**src/rtl/scan_seq_ctrl.sv**
```systemverilog
// scan_seq_ctrl: sequences a 2D strided address scan from a held descriptor, one address per handshake
module scan_seq_ctrl #(
  parameter int ADDR_W = 32,
  parameter int CNT_W  = 12
) (
  input  logic              clk,
  input  logic              rst_n,
  input  logic              cfg_valid,
  output logic              cfg_ready,
  input  logic [ADDR_W-1:0] cfg_base,
  input  logic [ADDR_W-1:0] cfg_x_delta,
  input  logic [CNT_W-1:0]  cfg_x_count,
  input  logic [ADDR_W-1:0] cfg_y_delta,
  input  logic [CNT_W-1:0]  cfg_y_count,
  input  logic              start,
  input  logic              abort,
  output logic              addr_valid,
  input  logic              addr_ready,
  output logic [ADDR_W-1:0] addr,
  output logic              addr_last_x,
  output logic              addr_last,
  output logic              busy,
  output logic              done
);
  typedef enum logic [1:0] {IDLE, RUN, DONE} state_t;
  state_t state, state_nx;
  logic init_q;
  logic [ADDR_W-1:0] base_q, xd_q, yd_q, row_q, addr_q;
  logic [CNT_W-1:0] xc_q, yc_q, x_idx, y_idx;
  logic cfg_hs, nz, last_x, last_y, adv;
  logic [ADDR_W-1:0] eff_base;
  assign cfg_ready = init_q & (state == IDLE);
  assign cfg_hs = cfg_valid & cfg_ready;
  // a descriptor arriving alongside start is used immediately
  assign eff_base = cfg_hs ? cfg_base : base_q;
  assign nz = cfg_hs ? (cfg_x_count != '0 && cfg_y_count != '0) : (xc_q != '0 && yc_q != '0);
  assign last_x = x_idx == xc_q - CNT_W'(1);
  assign last_y = y_idx == yc_q - CNT_W'(1);
  assign adv = (state == RUN) & addr_ready & ~abort;
  assign addr_valid = state == RUN;
  assign busy = state == RUN;
  assign done = state == DONE;
  assign addr = addr_q;
  assign addr_last_x = addr_valid & last_x;
  assign addr_last = addr_last_x & last_y;
  always_ff @(posedge clk or negedge rst_n)
    if (!rst_n) state <= IDLE;
    else state <= state_nx;
  always_comb begin
    state_nx = state;
    case (state)
      IDLE: state_nx = start ? (nz ? RUN : DONE) : IDLE;
      RUN:  state_nx = abort ? IDLE : (addr_ready & last_x & last_y) ? DONE : RUN;
      default: state_nx = IDLE;
    endcase
  end
  always_ff @(posedge clk or negedge rst_n) begin
    if (!rst_n) begin
      init_q <= 1'b0;
      base_q <= '0;
      xd_q <= '0;
      yd_q <= '0;
      xc_q <= '0;
      yc_q <= '0;
      row_q <= '0;
      addr_q <= '0;
      x_idx <= '0;
      y_idx <= '0;
    end else begin
      init_q <= 1'b1;
      if (cfg_hs) begin
        base_q <= cfg_base;
        xd_q <= cfg_x_delta;
        yd_q <= cfg_y_delta;
        xc_q <= cfg_x_count;
        yc_q <= cfg_y_count;
      end
      if ((state == IDLE) & start & nz) begin
        addr_q <= eff_base;
        row_q <= eff_base;
        x_idx <= '0;
        y_idx <= '0;
      end else if (adv) begin
        if (!last_x) begin
          addr_q <= addr_q + xd_q;
          x_idx <= x_idx + CNT_W'(1);
        end else if (!last_y) begin
          row_q <= row_q + yd_q;
          addr_q <= row_q + yd_q;
          x_idx <= '0;
          y_idx <= y_idx + CNT_W'(1);
        end
      end
    end
  end
endmodule

```
**config.mk**
```make
export PLATFORM = sky130hd
export DESIGN_NAME = scan_seq_ctrl
export DESIGN_NICKNAME = d
export VERILOG_FILES = /design/src/rtl/scan_seq_ctrl.sv
export SDC_FILE = /design/constraint.sdc
export NUM_CORES = 1
export LEC_CHECK = 0
export ABC_AREA = 1
export BUFFER_PORTS_ARGS = -buffer_cell sky130_fd_sc_hd__clkbuf_2
export CAP_MARGIN = 20
export CORE_UTILIZATION = 45
export DETAILED_ROUTE_END_ITERATION = 8
export PLACE_DENSITY = 0.66
export SYNTH_ARGS = -nofsm -noshare
export SYNTH_HDL_FRONTEND = slang
export SYNTH_SLANG_ARGS = --single-unit
```
**constraint.sdc**
```tcl
create_clock -name clk -period 2.56 [get_ports clk]
set_input_delay 0.512 -clock clk [delete_from_list [all_inputs] [get_ports clk]]
set_output_delay 0.512 -clock clk [all_outputs]
set_load 0.005 [all_outputs]
```
Word level (Yosys, flattened, before mapping) --
Cells that the tools add are included.
Word-level totals: flip-flop bits (word level) 211, input port bits 126
Operators by class: add/sub/neg operators 6, equality and inequality tests 6, muxes and demuxes 22, bitwise logic cells 11, reduce and logical (&&, ||, !) cells 11
Operators by type and width (number):
- $mux 32 | 8
- $mux 12 | 8
- $add 32x32->32 | 2
- $reduce_bool 12->1 | 4
- $add 12x1->12 const B | 2
- $eq 12x12->1 | 2
- $sub 12x1->12 const B | 2
- $and 1x1->1 | 10
- $mux 2 | 4
- $pmux 2 s2 | 1
- $reduce_bool 2->1 | 2
- $ne 3x2->1 const B | 1
- $reduce_and 3->1 | 1
- $eq 2x1->1 const B | 1
- $eq 2x2->1 const B | 1
- $logic_and 1x1->1 | 2
- $logic_not 2->1 | 1
- $ne 2x1->1 const B | 1
- $reduce_and 2->1 | 1
- $mux 1 | 1
- $not 1->1 | 1

Depth between registers and ports, before layout --
depth in word-level cells 7, mapped depth 19, gate-level depth less buffers 18

Worst setup path after synthesis --
OpenSTA, ideal clock, no wires.
path kind reg2out, start point reg xc_q[0], end point out addr_last, data arrival time 2.009 ns, required time 2.048 ns, setup slack 0.039 ns, stages on the path, launching flop included 15, path buffers 2, cells stage by stage dfrtp_1 > inv_2 > ha_1 > nand2_2 > inv_2 > nand2_2 > nand2_1 > nand2_1 > nor2_4 > nand2_2 > nor2_4 > nand2_4 > buf_4 > buf_2 > nor3_1
On the way: longest elaborated chain between the ends 4
RTL lines:
- start, declared | RTL line 29 | logic [CNT_W-1:0] xc_q, yc_q, x_idx, y_idx;
- start signal, assigned | RTL line 75 | xc_q <= cfg_x_count;
- $sub 12x1->12 | RTL line 37 | assign last_x = x_idx == xc_q - CNT_W'(1);
- $eq 12x12->1 | RTL line 37
- $and 1x1->1 | RTL line 44 | assign addr_last_x = addr_valid & last_x;
- $and 1x1->1 | RTL line 45 | assign addr_last = addr_last_x & last_y;
- end, declared | RTL line 21 | output logic addr_last,
No other way between the ends.

Worst setup path after layout --
start point reg xc_q[1], end point out addr_last
Same word-level chain as after synthesis.

==> impl_metrics.py <==
metrics = {
    "sta": {
        "worst_pin_slew_ns": 0.640,
        "rsz0062_at_grt": "true",
        "hold_viol_final": 6,
        "max_freq_mhz": 359,
        "setup_viol": 2,
        "fin_skew_ns": 0.0159,
        "finalWorstSetupSlack_ns": -0.225,
        "fin_hold_ws_ns": -0.00452,
        "slew_headroom_pct": 57.4,
        "finalSetupTns_ns": -0.411,
        "period_needed_ns": 2.78,
        "slew_violations": 0,
        "min_period_over_period_pct": 109,
    },
    "setup_path": {
        "critical_path_required_ns": 2.05,
        "arrival_ns": 2.27,
        "crit_type": "register to primary output",
        "critical_path.max_fanout": 4,
        "startpoint_type": "register",
        "crit_path_end_kind": "primary output",
    },
    "cells_and_area": {
        "final_cell_mix": "923 x nand2_1, 214 x nand3_1, 207 x inv_1, 206 x dfrtp_1, 162 x clkbuf_2",
        "nNetsFinal": 2609,
        "final_util_pct": 55.7,
        "area_delta_synth_final_pct": 20.2,
        "fillers": 3122,
        "n_antenna_cell": 0,
        "drive_gt1_share_pct": 15.9,
        "final_common_cell": "nand2_1",
    },
    "clock_tree": {
        "cts_tree": "built",
        "clk_pin_slew_ns": 0.05,
        "clk-insertion-delay-late_ns": 0.56,
        "clockBufferDepth": 3,
        "clkSinkCount": 211,
        "cts_root_buffer": "clkbuf_16",
        "cts_made_buffers": 26,
        "htree_num_levels": 1,
        "ctsHoldBuffers": 0,
    },
    "synthesis": {
        "synth_top_family_by_area": "simple AND/OR/NAND/NOR gates",
        "synth_fp_nets": 2396,
        "synthXorXnorAreaFrac_pct": 3.80,
        "muxShareOfSynthArea_pct": 0,
        "yosys.area_share.simple_pct": 39.5,
        "synthCells": 2202,
        "netlist.area_leader.share_pct": 35.8,
        "synthAdderAreaFrac_pct": 5.87,
        "yosysSeqAreaShare_pct": 35.8,
        "synth_compound_area_share_pct": 7.26,
        "yosys_warnings": 0,
        "synth_largest_area_cell": "dfrtp_1",
        "syn_area_sq_um": 14800,
        "synth_async_sr_flop_share_pct": 100,
        "synth_flop_cell": "dfrtp_1",
        "synth.area.top_cells": "dfrtp_1 36%, nand2_1 24%, nand3_1 7.4%, ha_1 5.6%, inv_1 5.4%",
        "syn_avg_cell_area_sq_um": 6.70,
        "synth_edf_count": 0,
        "synth_cell_types": 44,
        "synth-seq-cells": 211,
    },
    "drt": {
        "routedWlPerCell_um": 15.9,
        "detail_route.wirelength_um": 45600,
        "via_count": 14800,
        "dr.pass1.iters": 5,
        "drtIter0Drc": 1087,
        "drc": 0,
        "post_drt_via_cell_ratio": 5.14,
        "ant_nets": 0,
    },
    "floorplanning": {
        "die_h_um": 183,
        "die_area_sq_um": 33500,
        "ios": 164,
        "placement_rows": 65,
        "core_sq_um": 31900,
        "initial_core_util_pct": 46.3,
        "die_w_um": 183,
    },
    "power_and_ir_drop": {
        "leakage_nw": 9.70,
        "ir_worst_vdd_mv": 0.658,
        "p_per_area_nw_per_um2": 1120,
        "p_total_mw": 19.8,
    },
    "global_routing": {
        "antenna_found_initial": 0,
        "grt_pass1_wl_um": 72000,
        "grt_start_max_net_pins": 115,
        "grt_overflow_total": 0,
        "grt_pass1_vias": 13900,
        "groute.usage.overall_pct": 27.1,
    },
    "flow_run": {
        "drv_cap": 0,
    },
    "place": {
        "gp_congestion": 0.954,
        "io_buffers": 163,
        "dpl.hpwl_um": 34900,
    },
    "min_path": {
        "worstHoldPathType": "primary input to asynchronous set/reset pin",
    },
    "outcome": {
        "status": "complete, but fails checks",
        "violations": "hold timing, setup timing",
    },
}
-- power by group --
group,total (mW),internal (mW),switching (mW)
Combinational,10.8,3.99,6.80
Clock,3.66,2.17,1.49
Sequential,5.36,4.38,0.986
Total,19.8,10.5,9.28
-- worst paths after layout --
path,from,to,slack [ns],depth (start not counted)
hold reg to reg,base_q[18]$_DFF_PN0_,base_q[18]$_DFF_PN0_,0.48,2
setup / recovery,xc_q[1]$_DFFE_PN0P_,addr_last,-0.22,13
hold / removal,rst_n,xc_q[2]$_DFFE_PN0P_,-0.005,1
setup reg to reg,yc_q[4]$_DFFE_PN0P_,addr[25]$_DFFE_PN0P_,0.12,16
min in group clk,cfg_x_delta[6],xd_q[6]$_DFFE_PN0P_,0.15,3
max in group asynchronous,rst_n,yd_q[29]$_DFFE_PN0P_,1.84,2
-- registers in the layout (all words and copies together), names as in the netlist --
name and count:
xd_q 32, x_idx 12, row_q 32, base_q 32, xc_q 12, yc_q 12
yd_q 32, addr 32, state 2, y_idx 12, init_q 1
-- worst max-delay path: stages, from the launching register on --
cell and delay, ns:
dfrtp_1 0.38, buf_4 0.14, nor2_4 0.14, nand2_4 0.09
nor2_4 0.17, nand2_2 0.07, nand2_2 0.07, nand2_2 0.06
nor2_4 0.10, nand2_2 0.07, nor2_4 0.10, nand2_4 0.07
nor3_4 0.12, clkbuf_2 0.13
-- kinds of logic (layout without fill, tap and decap cells) --
kind of cell | count (synthesis) | count (layout)
xor+xnor | 64 | 64
fa+ha+maj | 68 | 68
other cells | 1 | 1
buf+inv | 279 | 511
flops | 211 | 211
simple gates | 1399 | 1400
compound gates | 180 | 180
-- area by class of cell --
type	instances	area [sq um]	area share, %
multi-input combinational	1713	8590	48.4
clock buffer	38	767	4.32
timing repair buffer	244	1650	9.30
tap	435	544	3.07
clock inverter	10	83.8	0.472
inverter	219	832	4.69
sequential	211	5290	29.8
-- Yosys cell counts (all sizes together), types with 2 or more instances --
master    n
nand4    20
xnor2    30
and2      2
fa        2
ha       66
o21bai   11
a21oi    61
nand3   220
xor2     34
or2       4
buf      35
inv     218
nor4      7
a21o      8
nand3b   12
a21boi    2
dfrtp   211
nor3     22
o21ai    71
nand2   945
clkbuf   25
o211ai   23
nor2    166
-- layer usage --
layer	up-vias	track usage [%]	wire length, um
li1	7430	-	-
met1	6844	40.6	22300
met2	429	41.6	19700
met3	61	3.04	2560
met4	0	6.17	1050
met5	-	0	0
-- through the flow --
step | hold slack, ns | area, sq um | cells | worst slack, ns
2_1_floorplan | 0.216 | 14800 | 2202 | 0.0389
3_3_place_gp | 0.458 | 16300 | 2791 | -0.0930
3_5_place_dp | 0.463 | 16300 | 2791 | -0.140
4_1_cts | 0.00648 | 17400 | 2851 | -0.248
5_1_grt | 0.0341 | 17700 | 2870 | -0.346
6_report | -0.00452 | 17700 | 2870 | -0.225
-- repair_timing --
action,4_1_cts,5_1_grt
gates resized for setup,33,39
pin swaps,22,15
endpoints found under the setup margin,7,77
gates cloned,0,6
setup buffers,12,13
Power figures use the tool's default switching activity.
